File: src/rtl/reg_bus_master.sv
// Register-bus master: accepts single writes and incrementing read bursts, drives a
// register file with fixed read latency RD_LAT and returns read quadlets over a ready/valid port.
module reg_bus_master #(
    parameter int RD_LAT = 2
) (
    input  logic        sysclk,
    input  logic        reset,
    input  logic        cmd_valid,
    output logic        cmd_ready,
    input  logic        cmd_write,
    input  logic [7:0]  cmd_addr,
    input  logic [31:0] cmd_wdata,
    input  logic [3:0]  cmd_len,
    output logic [7:0]  reg_addr,
    output logic [31:0] reg_wdata,
    output logic        wr_en,
    input  logic [31:0] reg_rdata,
    output logic        rsp_valid,
    input  logic        rsp_ready,
    output logic [31:0] rsp_data,
    output logic        rsp_last,
    output logic        busy
);

    typedef enum logic [1:0] {
        IDLE    = 2'd0,
        WR      = 2'd1,
        RD_WAIT = 2'd2,
        RSP     = 2'd3
    } state_t;

    localparam logic [2:0] WAIT_LOAD = 3'(RD_LAT - 1);

    state_t     state;
    state_t     state_nxt;
    logic [3:0] count;
    logic [2:0] wait_cnt;
    logic       accept;

    // Gating with reset keeps cmd_ready low for the whole time reset is held.
    assign cmd_ready = (state == IDLE) && reset;
    assign accept    = cmd_valid && cmd_ready;
    assign wr_en     = (state == WR);
    assign busy      = (state != IDLE);

    // NOTE: sequential state uses non-blocking assignments so every flop samples pre-edge values.
    always_ff @(posedge sysclk or negedge reset) begin
        if (!reset) state <= IDLE;
        else        state <= state_nxt;
    end

    // NOTE: state_nxt gets its default before the case so no path leaves it unassigned (no latch).
    always_comb begin
        state_nxt = state;
        case (state)
            IDLE:    if (accept) state_nxt = cmd_write ? WR : RD_WAIT;
            WR:      state_nxt = IDLE;
            RD_WAIT: if (wait_cnt == 3'd0) state_nxt = RSP;
            RSP:     if (rsp_ready) state_nxt = (count == 4'd0) ? IDLE : RD_WAIT;
            default: state_nxt = IDLE;
        endcase
    end

    always_ff @(posedge sysclk or negedge reset) begin
        if (!reset) begin
            reg_addr  <= 8'd0;
            reg_wdata <= 32'd0;
            count     <= 4'd0;
            wait_cnt  <= 3'd0;
            rsp_data  <= 32'd0;
            rsp_valid <= 1'b0;
            rsp_last  <= 1'b0;
        end else begin
            case (state)
                IDLE: begin
                    if (accept) begin
                        reg_addr <= cmd_addr;
                        if (cmd_write) begin
                            reg_wdata <= cmd_wdata;
                        end else begin
                            count    <= cmd_len;
                            wait_cnt <= WAIT_LOAD;
                        end
                    end
                end
                RD_WAIT: begin
                    // Counter is tested before decrementing, so the sample edge lands RD_LAT edges after the address edge.
                    if (wait_cnt == 3'd0) begin
                        rsp_data  <= reg_rdata;
                        rsp_valid <= 1'b1;
                        rsp_last  <= (count == 4'd0);
                    end else begin
                        wait_cnt <= wait_cnt - 3'd1;
                    end
                end
                RSP: begin
                    if (rsp_ready) begin
                        rsp_valid <= 1'b0;
                        rsp_last  <= 1'b0;
                        if (count != 4'd0) begin
                            reg_addr <= reg_addr + 8'd1;
                            count    <= count - 4'd1;
                            wait_cnt <= WAIT_LOAD;
                        end
                    end
                end
                default: ;
            endcase
        end
    end

endmodule

File: config.mk
export PLATFORM = sky130hd
export DESIGN_NAME = reg_bus_master
export DESIGN_NICKNAME = d
export VERILOG_FILES = /design/src/rtl/reg_bus_master.sv
export SDC_FILE = /design/constraint.sdc
export NUM_CORES = 1
export LEC_CHECK = 0
export BUFFER_PORTS_ARGS = -buffer_cell sky130_fd_sc_hd__buf_4
export CORE_ASPECT_RATIO = 1.1
export CORE_MARGIN = 2
export CORE_UTILIZATION = 40
export CTS_CLUSTER_SIZE = 25
export DETAILED_ROUTE_END_ITERATION = 10
export PLACE_DENSITY = 0.69
export SYNTH_ARGS = -nofsm -noshare
export SYNTH_HDL_FRONTEND = slang
export SYNTH_SLANG_ARGS = --single-unit
File: constraint.sdc
create_clock -name sysclk -period 2.7 [get_ports sysclk]
set_input_delay 0.135 -clock sysclk [delete_from_list [all_inputs] [get_ports sysclk]]
set_output_delay 0.135 -clock sysclk [all_outputs]
set_load 0.05 [all_outputs]
==> flow_metrics.py <==
metrics = {
    "outcome": {
        "status": "finished clean",
    },
    "power_and_ir_drop": {
        "power_leakage_nw": 2.72,
        "vdd_ir_drop_max_mv": 0.636,
        "power-per-cell-area_nw_per_um2": 1450,
    },
    "timing": {
        "timing_worst_slew_pin_value_ns": 1.05,
        "report.final.slew_viol_count": 0,
        "finalSetupViolations": 0,
        "fmax_mhz": 443,
        "finalClockSkew_ns": 0.0105,
        "finalHoldViolCount": 0,
        "rsz0062_at_grt": "false",
        "totalNegativeSetupSlack_ns": 0,
        "layout_min_cycle_time_ns": 2.26,
        "timing.final.crit_share_pct": 83.5,
        "remaining_max_slew_budget_at_the_tightest_pin_pct": 29.7,
        "hold_slack_ns": 0.00957,
    },
    "setup_path": {
        "worst_ep_arrival_time_ns": 2.53,
        "worst_path_largest_cell_delay_ns": 0.88,
        "ff2ff_path_depth": 5,
        "critical_path.startpoint_type": "flop",
        "end_kind": "flop",
        "ff2ff_setup_slack_ns": 0.44,
        "critPathKind": "reg2reg",
        "cp_cell_sequence": "ha_1 -> nor2b_4 -> nor4_2 -> nand4_1 -> o211ai_1",
        "slowest_stage_cell_on_the_critical_path": "sky130_fd_sc_hd__nor4_2",
        "regToRegEndpoint": "reg_addr[3]",
        "critical_path.reg2reg.startpoint": "state[0]",
        "cp.required_ns": 2.97,
        "path_max_fanout": 13,
    },
    "drt": {
        "drt.antenna.violating_nets": 0,
        "drcViolationCount": 0,
        "drt_first_pass_iters": 4,
        "detailroute.via_count": 2982,
        "wirelength_mm": 9.18,
        "routedWlPerCell_um": 15.4,
        "detail_route.vias_per_cell": 5.00,
        "drtIter0Drc": 108,
    },
    "final_layout": {
        "layout-area-overhead-vs-synth_pct": 51.0,
        "mostFrequentLayoutCells": "sky130_fd_sc_hd__buf_4 (161), sky130_fd_sc_hd__dfrtp_1 (83), sky130_fd_sc_hd__mux2_2 (65)",
        "insertedDiodeCount": 0,
        "layout-drive-gt1-share_pct": 51.5,
        "final.fill_count": 715,
        "num-nets-final": 568,
        "layout.cells.most_common": "sky130_fd_sc_hd__buf_4",
    },
    "clocking": {
        "cts.repair_timing.setup_buffer_count": 0,
        "cts.sinks": 83,
        "tritoncts.num_buffers": 9,
        "clock-root-buffer": "sky130_fd_sc_hd__clkbuf_8",
        "cts_tree": "yes",
        "max-clock-path-buffers": 2,
        "post_cts_resized": 0,
        "cts_clk_pin_slew_worst_paths_ns": 0.10,
        "cts.hold.buffers_added": 13,
        "cts-htree-levels": 3,
        "clk_latency_ns": 0.36,
    },
    "global_routing": {
        "vias_in_the_first_global_route": 2825,
        "grt_overflow": 0,
        "grt_usage_pct": 17.5,
        "maximum_number_of_pins_on_one_net_before_global_route_repair": 79,
        "grt_pass1_wl_mm": 13.8,
        "number_of_antenna_violations_at_the_first_check_in_global_routing": 0,
    },
    "floorplanning": {
        "fp.dieArea_um2": 10000,
        "starting_density_pct": 41.4,
        "io_pins": 158,
        "placementRows": 36,
        "floorplan.die.height_um": 105,
        "core_um2": 8920,
        "die_width_um": 95.6,
    },
    "synth": {
        "syn_area_um2": 3690,
        "postSynthNetCount": 372,
        "synthDominantAreaCellType": "sky130_fd_sc_hd__dfrtp_1",
        "yosys_warnings": 0,
        "synth-seq-area-share_pct": 56.3,
        "ys_async_sr_fraction_pct": 100,
        "synth-main-ff-cell": "sky130_fd_sc_hd__dfrtp_1",
        "synthesis.instances": 281,
        "synth_enable_flop_cells": 0,
        "netlist-cell-type-count": 47,
        "syn_avg_cell_area_um2": 13.1,
        "yosys.area.top_type_share_pct": 56.3,
        "synthTopCellsByArea": "sky130_fd_sc_hd__dfrtp_1 (56%), sky130_fd_sc_hd__mux2_2 (20%), sky130_fd_sc_hd__ha_1 (3.4%)",
        "synth.ff_latch_count": 83,
    },
    "hold_path": {
        "hold_removal_path_class": "in2reg",
        "worst_hold_path.endpoint": "reg_wdata[14]",
        "hold_path.startpoint": "cmd_wdata[14]",
        "hold_path_depth": 2,
    },
    "run": {
        "max_cap_violations": 0,
    },
    "placement": {
        "io_buffers": 157,
        "finalWeightedCongestion": 0.821,
        "detailed_place_hpwl_mm": 6.31,
    },
}
per-layer routing:
metal	GRT usage, %	vias to the layer above	part of all wire (%)
li1	-	1416	-
met1	22.5	1456	41
met2	28.8	96	51
met3	3.97	14	5.6
met4	6.22	0	2.0
met5	0	-	0
Yosys cell counts, drive strengths merged, types with 2 or more instances:
cell type	instances
nand3	5
inv	15
a21boi	2
and3	7
nand3b	2
nor3	4
nor2b	2
mux2	65
o211ai	5
nor2	3
buf	9
a31oi	3
nand4	5
o21ai	5
mux2i	3
nand2	12
o32a	2
a2bb2oi	2
nand2b	2
ha	10
clkbuf	3
a21o	2
dfrtp	83
o2bb2ai	2
a21oi	7
nor4	2
power by group:
part	switching, mW	internal (mW)	leakage [nW]
clock network	0.479	0.463	0.105
logic	3.17	1.73	1.62
registers	0.354	1.87	0.996
flip-flops by register name, indices dropped and copies added, names as in the netlist:
signal,count
wait_cnt,3
reg_wdata,32
reg_addr,8
rsp_last,1
rsp_data,32
count,4
state,2
rsp_valid,1
area by class of cell:
cell class	instances	area (um^2)	share of cell area [%]
clock inverters	6	71.3	1.28
flip-flops and latches	83	2080	37.3
inverters	15	56.3	1.01
repair buffers	197	1580	28.4
multi-input cells	171	1510	27.0
well taps	114	143	2.56
clock buffers	10	138	2.47
worst max-delay path by stage:
stage | slack, ns | end | start
after global placement | 0.52 | reg_addr[4] | state[0]
final | 0.44 | reg_addr[3] | state[0]
after global routing | 0.22 | reg_addr[3] | state[1]
after CTS | 0.45 | reg_addr[3] | state[1]
after detailed placement | 0.47 | reg_addr[3] | state[1]
after floorplan | 0.69 | reg_wdata[10] | state[0]
cell families (layout without fill, tap and decap cells):
family                   count (synthesis)  in the layout  synth area share (%)
AO/OA/AOI/OAI                           40             40                  8.14
buffers and inverters                   27            228                  3.05
AND/OR/NAND/NOR                         53             53                  8.45
flip-flops                              83             83                  56.3
adder cells (fa/ha/maj)                 10             10                  3.39
multiplexers                            68             68                  20.7
critical path, delay by kind of cell, from the launching register on:
family / cells / cell delay, ns
AND/OR/NAND/NOR: 3 / 1.26
flip-flops: 1 / 0.41
AO/OA/AOI/OAI: 1 / 0.14
adder cells (fa/ha/maj): 1 / 0.35
through the flow:
stage	std cells	cell area [um^2]	setup WS, ns	power (mW)	util (%)
6_report	596	5570	0.445	8.06	62.4
4_1_cts	574	5350	0.450	8.09	60.0
5_1_grt	596	5570	0.224	8.51	62.4
2_1_floorplan	281	3690	0.692	5.68	-
3_5_place_dp	545	5010	0.467	7.14	56.2
3_3_place_gp	545	5010	0.524	7.05	56.2
(Power assumes the default switching activity.)
